[src/rtl/count_arbiter.sv]
// Round-robin arbiter sharing one up-counter among NREQ requesters.
// Define COUNT_ARB_ABORT_EN to end a run early when the winner drops req.
module count_arbiter #(
  parameter int NREQ  = 4,
  parameter int WIDTH = 4
) (
  input  logic                  clk,
  input  logic                  rst,
  input  logic [NREQ-1:0]       req,
  input  logic [NREQ*WIDTH-1:0] tc,
  output logic [NREQ-1:0]       gnt,
  output logic [NREQ-1:0]       done,
  output logic [WIDTH-1:0]      cnt,
  output logic                  busy
);

  localparam int IW = (NREQ > 2) ? $clog2(NREQ) : 1;

  typedef enum logic [1:0] {
    S_IDLE = 2'd0,
    S_RUN  = 2'd1,
    S_DONE = 2'd2
  } state_t;

  state_t            r_state;
  state_t            w_next;
  logic [IW-1:0]     r_last;
  logic [IW-1:0]     w_win;
  logic              w_any;
  logic [WIDTH-1:0]  r_tc;
  logic [WIDTH-1:0]  r_cnt;
  logic [WIDTH-1:0]  w_cnt;
  logic [NREQ-1:0]   r_gnt;
  logic [NREQ-1:0]   r_done;
  logic [NREQ-1:0]   w_gnt;
  logic [NREQ-1:0]   w_done;
  logic [NREQ-1:0]   w_oh_new;
  logic [NREQ-1:0]   w_oh_cur;
  logic              r_busy;
  logic              w_busy;

  // Walk downward so the nearest set bit after r_last wins.
  always_comb begin : pick
    logic [IW-1:0] j;
    j     = '0;
    w_any = 1'b0;
    w_win = r_last;
    for (int i = NREQ; i >= 1; i--) begin
      j = IW'((int'(r_last) + i) % NREQ);
      if (req[j]) begin
        w_any = 1'b1;
        w_win = j;
      end
    end
  end

  assign w_oh_new = NREQ'(1) << w_win;
  assign w_oh_cur = NREQ'(1) << r_last;

  always_ff @(posedge clk or negedge rst) begin
    if (!rst) r_state <= S_IDLE;
    else      r_state <= w_next;
  end

  always_comb begin
    w_next = r_state;
    case (r_state)
      S_IDLE: if (w_any) w_next = S_RUN;
      S_RUN: begin
`ifdef COUNT_ARB_ABORT_EN
        if (!req[r_last])       w_next = S_IDLE;
        else if (r_cnt == r_tc) w_next = S_DONE;
`else
        if (r_cnt == r_tc) w_next = S_DONE;
`endif
      end
      S_DONE:  w_next = S_IDLE;
      default: w_next = S_IDLE;
    endcase
  end

  always_comb begin
    w_gnt  = '0;
    w_done = '0;
    w_cnt  = '0;
    w_busy = 1'b0;
    case (w_next)
      S_RUN: begin
        w_busy = 1'b1;
        if (r_state == S_IDLE) begin
          w_gnt = w_oh_new;
        end else begin
          w_gnt = r_gnt;
          w_cnt = r_cnt + WIDTH'(1);
        end
      end
      S_DONE: begin
        w_done = w_oh_cur;
        w_cnt  = r_cnt;
        w_busy = 1'b1;
      end
      default: ;
    endcase
  end

  always_ff @(posedge clk or negedge rst) begin
    if (!rst) begin
      r_last <= IW'(NREQ - 1);
      r_tc   <= '0;
      r_cnt  <= '0;
      r_gnt  <= '0;
      r_done <= '0;
      r_busy <= 1'b0;
    end else begin
      if (r_state == S_IDLE && w_any) begin
        r_last <= w_win;
        r_tc   <= tc[w_win*WIDTH +: WIDTH];
      end
      r_cnt  <= w_cnt;
      r_gnt  <= w_gnt;
      r_done <= w_done;
      r_busy <= w_busy;
    end
  end

  assign gnt  = r_gnt;
  assign done = r_done;
  assign cnt  = r_cnt;
  assign busy = r_busy;

endmodule

[config.mk]
export PLATFORM = sky130hd
export DESIGN_NAME = count_arbiter
export DESIGN_NICKNAME = d
export VERILOG_FILES = /design/src/rtl/count_arbiter.sv
export SDC_FILE = /design/constraint.sdc
export NUM_CORES = 1
export LEC_CHECK = 0
export CAP_MARGIN = 10
export CORE_UTILIZATION = 45
export CTS_BUF_LIST = sky130_fd_sc_hd__clkbuf_4 sky130_fd_sc_hd__clkbuf_8 sky130_fd_sc_hd__clkbuf_16
export DETAILED_ROUTE_END_ITERATION = 16
export PLACE_DENSITY = 0.76
export SETUP_SLACK_MARGIN = 0.4
export SKIP_CTS_REPAIR_TIMING = 1
export SYNTH_ARGS = -nofsm -noshare
export SYNTH_HDL_FRONTEND = slang
export SYNTH_SLANG_ARGS = --single-unit
[constraint.sdc]
create_clock -name clk -period 3.3 [get_ports clk]
set_clock_uncertainty 0.2 [all_clocks]
set_input_delay 0.495 -clock clk [delete_from_list [all_inputs] [get_ports clk]]
set_output_delay 0.495 -clock clk [all_outputs]
set_load 0.01 [all_outputs]
Yosys cells after proc, flatten, opt, wreduce, memory -nomap -nowiden
Index checks and enable logic that the tools add are counted.
W data, S select, Z words.
- flip-flop bits (word level): 21
- bits of input ports: 22
- output and inout port bits: 13
- word-level logic and storage cells: 52
- $add $sub $neg: 5
- magnitude comparators: 4
- equality and inequality tests: 5
- shifts and indexed selects: 3
- muxes and demuxes: 25
- reductions and logical operators: 3
- operators by type and width (cell ; number):
    $mux W4 ; 4
    $shiftx A16 B5 Y4 ; 1
    $lt A2 B3 Y1 const B ; 4
    $mux W2 ; 6
    $mux W1 ; 9
    $bmux W1 S2 ; 4
    $pmux W4 S2 ; 1
    $shl A1 B2 Y4 const A ; 2
    $add A2 B1 Y2 const B ; 2
    $add A2 B2 Y2 const B ; 2
    $add A4 B1 Y4 const B ; 1
    $eq A2 B1 Y1 const B ; 2
    $eq A4 B4 Y1 ; 1
    $pmux W2 S2 ; 1
    $eq A2 B2 Y1 const B ; 1
    $logic_not A2 Y1 ; 1
    $ne A2 B2 Y1 const B ; 1
    $reduce_or A2 Y1 ; 1
    $logic_and A1 B1 Y1 ; 1

Longest topological paths before layout
Gate-level depths: netlist (run 1).
- depth in word-level cells: 12
- depth in mapped cells: 10
- depth with buffers taken out: 9

Worst setup path before layout (run 1)
Ideal clock, no wire load.
- path type: reg-to-reg
- start: register r_last[0]
- end: register r_tc[0]
- library setup time: 0.138 ns
- arrival: 2.129 ns
- data required time: 2.962 ns
- slack: 0.833 ns
- cell stages (with the launch flop): 10
- buffers on the path: 2
- cell sequence: dfstp_2 > buf_4 > inv_4 > ha_1 > mux2i_1 > a221oi_1 > a211o_2 > buf_4 > mux2i_1 > o221ai_1
- longest elaborated chain between the ends: 8
- elaborated cells between the ends (all ways): 22
- those cells by class: add/sub: 4; shift: 1; mux: 16; reduce/logical: 1
- ends and longest elaborated chain (what ; line ; text):
    start, declared ; 27 ; logic [IW-1:0] r_last;
    start signal, assigned ; 108 ; r_last <= IW'(NREQ - 1);
    start signal, assigned ; 116 ; r_last <= w_win;
    $add A2 B1 Y2 ; 49 ; j = IW'((int'(r_last) + i) % NREQ);
    $bmux W1 S2 ; 50 ; if (req[j]) begin
    $mux W1 (implied by the code) ; 50 ;
    $mux W2 or $mux W1 (tied branches) (4 in series) ; 50 ;
    $shiftx A16 B5 Y4 or $logic_and A1 B1 Y1 (tied branches) ; 117, 115 ;
    end signal, assigned ; 117 ; r_tc <= tc[w_win*WIDTH +: WIDTH];
    end, declared ; 30 ; logic [WIDTH-1:0] r_tc;
Several ways; a longest one is shown, not always the timed one. The select of a mux whose other input is x is not followed.
A chain may end at the register's enable or synchronous reset.

Worst setup path in the final report (run 1)
Ends and elaborated chain as after synthesis.

==> metrics.md, run 1 <==
| Metric | Value |
|---|---|
| Outcome | finished, final reports clean |
| R2r endpoint | r_tc[0]$_DFFE_PN0P_ |
| Number of synthesized flops with an enable pin | 0 |
| NetSw | 0.625 mW |
| # clock sinks | 21 |
| Synth area leader | dfrtp_1 |
| Rows | 18 |
| Worst setup path endpoint | r_tc[0]$_DFFE_PN0P_ |
| Clock network power share | 9.0% |
| DIE HEIGHT | 55.1 µm |
| Placed insts | 189 |
| Detailed placer's ending HPWL | 2.17 mm |
| Area grow syn2layout | 30.8% |
| Tmin final | 2650 ps |
| Pwr dens | 857 nW/µm² |
| Clock root buffer | clkbuf_4 |
| CTS tree | built |
| CTS buffer count | 3 |
| DRC viols | 0 |
| Crit path from | r_last[0]$_DFFE_PN1P_ |
| Final ANT Viol Nets | 0 |
| Top-count cell post-synth | dfrtp_1 |
| Critical path startpoint category | flop |
| Pre-Repair DR Iteration Count | 4 |
| DR vias | 1,075 |
| Nets | 193 |
| Endpoints failing setup | 0 |
| VDD IR max | 0.529 mV |
| Synth cell count leaders | 19 x dfrtp_1, 17 x nand2_1, 10 x mux2i_1, 9 x inv_1, 8 x o21ai_0 |
| Comb power frac | 59.2% |
| Period utilisation layout | 80.2% |
| Setup CP Type | flop to flop |
| Full die area | 3030 µm² |
| Layout cell share with drive strength beyond 1 | 9.20% |
| Ranking of synthesized cells by area | dfrtp_1 38%, mux2i_1 7.9%, ha_1 6.9%, nand2_1 5.0%, dfstp_2 4.1% |
| Clock buffer depth | 2 |
| Synthesized area | 1270 µm² |
| Net Sw Frac | 44.0% |
| F_max | 0.378 GHz |
| Crit-path max FO | 13 |
| Initial antenna violation count | 0 |
| Routed WL | 2.76 mm |
| IO Count | 35 |
| Vias in the first global route | 1,017 |
| Vias per Instance | 5.57 |
| Post-synth top flop | dfrtp_1 |
| Worst min path class | flop to flop |
| Setup TNS | 0 ps |
| Flop pwr share | 31.8% |
| Slew of the pin with the lowest slew margin | 940 ps |
| Count of input and output buffers | 34 |
| Total GRT Usage | 21.3% |
| Seq cells post-synth | 21 |
| Yosys top cell area share | 37.5% |
| Cell Int Power | 0.795 mW |
| Worst skew pair latency | 310 ps |
| Sequential area share after synthesis | 41.7% |
| Static Leak | 0.739 nW |
| Post-Layout Inst Area | 1660 µm² |
| Hold Violations, Final | 0 |
| Worst path arrival time | 2620 ps |
| Slew Viols, Final | 0 |
| Final Non-Filler Cells | 193 |
| Async set or reset register ratio after synthesis | 100% |
| Critical path required time | 3280 ps |
| Initial core utilization | 49.4% |
| Grt total ovfl | 0 |
| Synthesis warning total | 0 |
| Largest net degree at the start of global routing | 22 |
| R2R depth | 7 |
| Max-cap viol count | 0 |
| Slew HR | 37.2% |
| Synth cell types | 36 |
| Flop-to-flop setup slack | 650 ps |
| Iter 0 DRT Violations | 25 |
| RSZ-0062 raised after global routing | false |
| Cells after Synth | 128 |
| Syn Area/Cell | 9.90 µm² |
| Placed instance area | 1630 µm² |
| Clock transition at path regs | 130 ps |
| Syn_nets | 157 |
| Critical path endpoint category | flop |
| Final Wtd Congestion | 0.946 |
| ANT cells | 0 |
| H-tree depth | 1 |
| Worst R2R Start | r_last[0]$_DFFE_PN1P_ |
| Die X | 55.1 µm |
| First-pass GRT wire length | 4.52 mm |
| Core Area | 2570 µm² |
| WL/cell | 14.3 µm |
[flip-flops by register name, summed over array words and instances, names as in the netlist]
| signal | flops |
|---|---|
| busy | 1 |
| cnt | 4 |
| done | 4 |
| gnt | 4 |
| r_last | 2 |
| r_state | 2 |
| r_tc | 4 |
[worst max-delay path, cell delays in order (launching register included)]
cell and delay (ps):
dfstp_2 680, inv_4 70, ha_1 390, mux2i_1 150
a221oi_1 290, a211o_2 350, mux2i_1 240, o221ai_1 150
[power groups by stage]
stage	registers [mW]	logic [mW]	clock network (mW)
after floorplan	0.440	0.608	0
after global placement	0.452	0.815	0
after detailed placement	0.458	0.843	0
after CTS	0.454	0.849	0.129
after global routing	0.467	0.950	0.144
final	0.452	0.841	0.127
[through the flow]
stage | hold slack, ps | utilization, % | setup slack (ps) | total power, mW
CTS | 343 | 64.6 | 615 | 1.43
global route | 366 | 64.6 | 485 | 1.56
detailed placement | 313 | 63.5 | 445 | 1.30
finish | 348 | 64.6 | 654 | 1.42
global placement | 306 | 63.5 | 462 | 1.27
floorplan | -0.591 | - | 833 | 1.05
[logic make-up after synthesis]
kind of cell | count (synthesis) | share of synthesized area, %
AND/OR/NAND/NOR | 40 | 15.2
AO/OA/AOI/OAI | 29 | 17.1
flip-flops | 21 | 41.7
buffers and inverters | 14 | 4.94
multiplexers | 13 | 11.5
adder cells (fa/ha/maj) | 7 | 6.91
XOR/XNOR | 4 | 2.76
[worst min-delay path by stage]
stage	startpoint	end	slack, ps	depth (start not counted)
6_report	gnt[2]$_DFFE_PN0P_	gnt[2]$_DFFE_PN0P_	350	2
5_1_grt	gnt[3]$_DFFE_PN0P_	gnt[3]$_DFFE_PN0P_	370	2
4_1_cts	gnt[3]$_DFFE_PN0P_	gnt[3]$_DFFE_PN0P_	340	2
3_5_place_dp	r_tc[1]$_DFFE_PN0P_	r_tc[1]$_DFFE_PN0P_	310	2
3_3_place_gp	r_tc[0]$_DFFE_PN0P_	r_tc[0]$_DFFE_PN0P_	310	2
2_1_floorplan	rst	busy$_DFF_PN0_	-0.6	0
[metal layers]
metal	global-route usage [%]	routed length, µm	share of wire (%)	vias up
li1	-	-	-	527
met1	28.2	1180	43	504
met2	34.9	1380	50	40
met3	4.10	167	6.0	4
met4	6.25	30	1.1	0
met5	0	0	0	-
[cell usage in the layout (no fill, tap or decap), types with 3 or more instances in the layout]
| master | instances |
|---|---|
| clkdlybuf4s50_1 | 34 |
| ha_1 | 7 |
| o21ai_0 | 8 |
| clkbuf_4 | 3 |
| mux2i_1 | 10 |
| and2_1 | 6 |
| nor2_1 | 4 |
| xnor2_1 | 4 |
| o211ai_1 | 3 |
| o221ai_1 | 4 |
| nand3_1 | 3 |
| inv_1 | 9 |
| dfrtp_1 | 19 |
| nor3_1 | 3 |
| nand2_1 | 17 |
[final cells by class]
cell class	count	area (µm²)
clock buffers	3	22.5
clock inverters	1	5.00
fillers	212	910
inverters	10	40.0
multi-input cells	93	677
flip-flops and latches	21	528
well taps	30	37.5
repair buffers	35	348
Note: power is estimated with default switching activity, not from simulation.
==> run 2, diff against run 1 <==
- CORE_UTILIZATION: 45 -> 43
- clock period: 3.3 -> 2.4 ns (I/O delays scaled with it)
==> run 2 against run 1 <==
  * The run now ends with negative setup slack left
  * Sequential cell count is the same
  * Total power grew 56%
  * Non-clock buffer count grew 16
  * Setup slack lost 660 ps
  * Die area grew 4.5%
  * Maximum frequency grew 10%
  * Critical path type unchanged
  * Critical endpoint is now r_tc[3]$_DFFE_PN0P_
  * Largest cell class unchanged
==> metrics.md, run 2 (synthesized netlist as in run 1, its figures left out) <==
| Metric | Value |
|---|---|
| IO Count | 35 (unchanged) |
| Slowest Stage Delay on Critical Path | 600 ps (-80 ps) |
| Full die area | 3170 µm² (+4.5%) |
| Rows | 19 (+1) |
| Clock buffer depth | 2 (unchanged) |
| Most common cell after layout, fill and taps aside | clkdlybuf4s50_1 |
| Crit-path max FO | 7 (-6) |
| Total GRT Usage | 20.5% (-0.76 points) |
| H-tree depth | 1 (unchanged) |
| RSZ-0062 raised after global routing | true |
| Worst-path cell chain | inv_2 > ha_4 > mux2i_2 > a221oi_2 > a211o_2 > mux2i_1 > o221ai_1 |
| VDD IR max | 0.849 mV (+61%) |
| DR vias | 1,149 (+6.9%) |
| Worst path bufs/invs | 1 (unchanged) |
| Worst skew pair latency | 310 ps (about the same) |
| Slew Viols, Final | 0 (unchanged) |
| Outcome | finished with violations |
| Layout cell share with drive strength beyond 1 | 20.6% (+11 points) |
| Largest net degree at the start of global routing | 22 (unchanged) |
| Tmin final | 2400 ps (-244 ps) |
| WL/cell | 14.3 µm (+0.11%) |
| Most frequent cells in the layout | 34 x clkdlybuf4s50_1, 19 x dfrtp_1, 17 x nand2_1, 17 x buf_4 |
| Iter 0 DRT Violations | 32 (+28%) |
| Critical path startpoint category | flop |
| Net Sw Frac | 42.8% (-1.2 points) |
| Worst min path class | primary input to asynchronous set/reset pin |
| Setup ws final | -1.99 ps (-656 ps) |
| First-pass GRT wire length | 5.01 mm (+11%) |
| # clock sinks | 21 (unchanged) |
| Slew of the pin with the lowest slew margin | 317 ps (-623 ps) |
| F_max | 0.416 GHz (+10%) |
| CTS buffer count | 3 (unchanged) |
| Detailed placer's ending HPWL | 2.32 mm (+6.9%) |
| Post-layout util | 65.9% (+1.3 points) |
| Fill count | 220 (+3.8%) |
| Final ANT Viol Nets | 0 (unchanged) |
| Nets | 210 (+8.8%) |
| Period utilisation layout | 100% (+20 points) |
| Placed instance area | 1760 µm² (+7.8%) |
| Hold Violations, Final | 0 (unchanged) |
| Critical path endpoint category | flop |
| Worst path arrival time | 2390 ps (-230 ps) |
| Place WS | -149 ps (-593 ps) |
| DIE HEIGHT | 56.3 µm (+2.2%) |
| Final Wtd Congestion | 0.908 (-4.0%) |
| Pwr dens | 1210 nW/µm² (+41%) |
| Endpoints failing setup | 1 (+1) |
| Routed WL | 3.02 mm (+9.4%) |
| Setup TNS | -1.99 ps (-1.99 ps) |
| Vias per Instance | 5.45 (-2.2%) |
| Initial core utilization | 45.6% (-3.8 points) |
| Max-cap viol count | 0 (unchanged) |
| Setup CP Type | flop to flop |
| Slowest-stage cell, CP | dfstp_2 |
| Comb power frac | 65.4% (+6.2 points) |
| Failing checks | negative setup slack |
| Critical path required time | 2390 ps (-890 ps) |
| Clock root buffer | clkbuf_4 |
| Post-Layout Inst Area | 1830 µm² (+10%) |
| Area grow syn2layout | 44.5% |
| ANT cells | 0 (unchanged) |
| Slew HR | 78.6% (+41 points) |
| Static Leak | 0.826 nW (+12%) |
| Crit path max-delay family | compound AO/OA/AOI/OAI gates |
| Core Area | 2780 µm² (+8.3%) |
| DRC viols | 0 (unchanged) |
| Clock network power share | 7.8% (-1.2 points) |
| Final hold slack | 163 ps (-186 ps) |
| NetSw | 0.948 mW (+52%) |
| Count of input and output buffers | 34 (unchanged) |
| Grt total ovfl | 0 (unchanged) |
| CTS tree | built |
| Initial antenna violation count | 0 (unchanged) |
| Cell Int Power | 1.27 mW (+59%) |
| Vias in the first global route | 1,191 (+17%) |
| Flop pwr share | 26.8% (-5.0 points) |
| Pre-Repair DR Iteration Count | 4 (unchanged) |
| Die X | 56.3 µm (+2.2%) |
| Clock transition at path regs | 120 ps (about the same) |
[run 2: cell type report]
type                    instances  area, µm²  area share (%)
clock buffers                   3       22.5            1.23
well taps                      31       38.8            2.12
clock inverters                 1       5.00           0.273
inverters                      10       40.0            2.19
repair buffers                 51        468            25.5
flip-flops and latches         21        528            28.8
multi-input cells              94        729            39.8
[run 2: layer usage]
layer  share of wire, %  track usage [%]  vias to the layer above
met5                  0                0                        -
met1                 45             25.8                      539
li1                   -                -                      564
met3                5.1             4.84                        5
met2                 48             33.3                       41
met4                1.9             9.41                        0
[run 2: through the flow]
stage               power [mW]  instances
global placement          1.89        204
global route              2.40        211
detailed placement        1.94        204
finish                    2.22        211
CTS                       2.12        208
floorplan                 1.52        128
[run 2: final timing paths]
kind | from | end | slack (ps) | depth (start not counted)
min reg2reg | gnt[0]$_DFFE_PN0P_ | gnt[0]$_DFFE_PN0P_ | 330 | 2
max reg2reg | r_last[1]$_DFFE_PN1P_ | r_tc[3]$_DFFE_PN0P_ | -2 | 7
min in group clk | gnt[0]$_DFFE_PN0P_ | gnt[0]$_DFFE_PN0P_ | 330 | 2
max in group asynchronous | rst | r_last[1]$_DFFE_PN1P_ | 1570 | 2
min | rst | done[2]$_DFF_PN0_ | 160 | 2
max | r_last[1]$_DFFE_PN1P_ | r_tc[3]$_DFFE_PN0P_ | -2 | 7
[run 2: power groups by stage]
stage / Combinational, mW / Clock [mW] / Sequential, mW
after floorplan: 0.915 / 0 / 0.609
after global placement: 1.30 / 0 / 0.595
after detailed placement: 1.34 / 0 / 0.600
after CTS: 1.35 / 0.174 / 0.593
after global routing: 1.60 / 0.196 / 0.610
final: 1.45 / 0.173 / 0.593
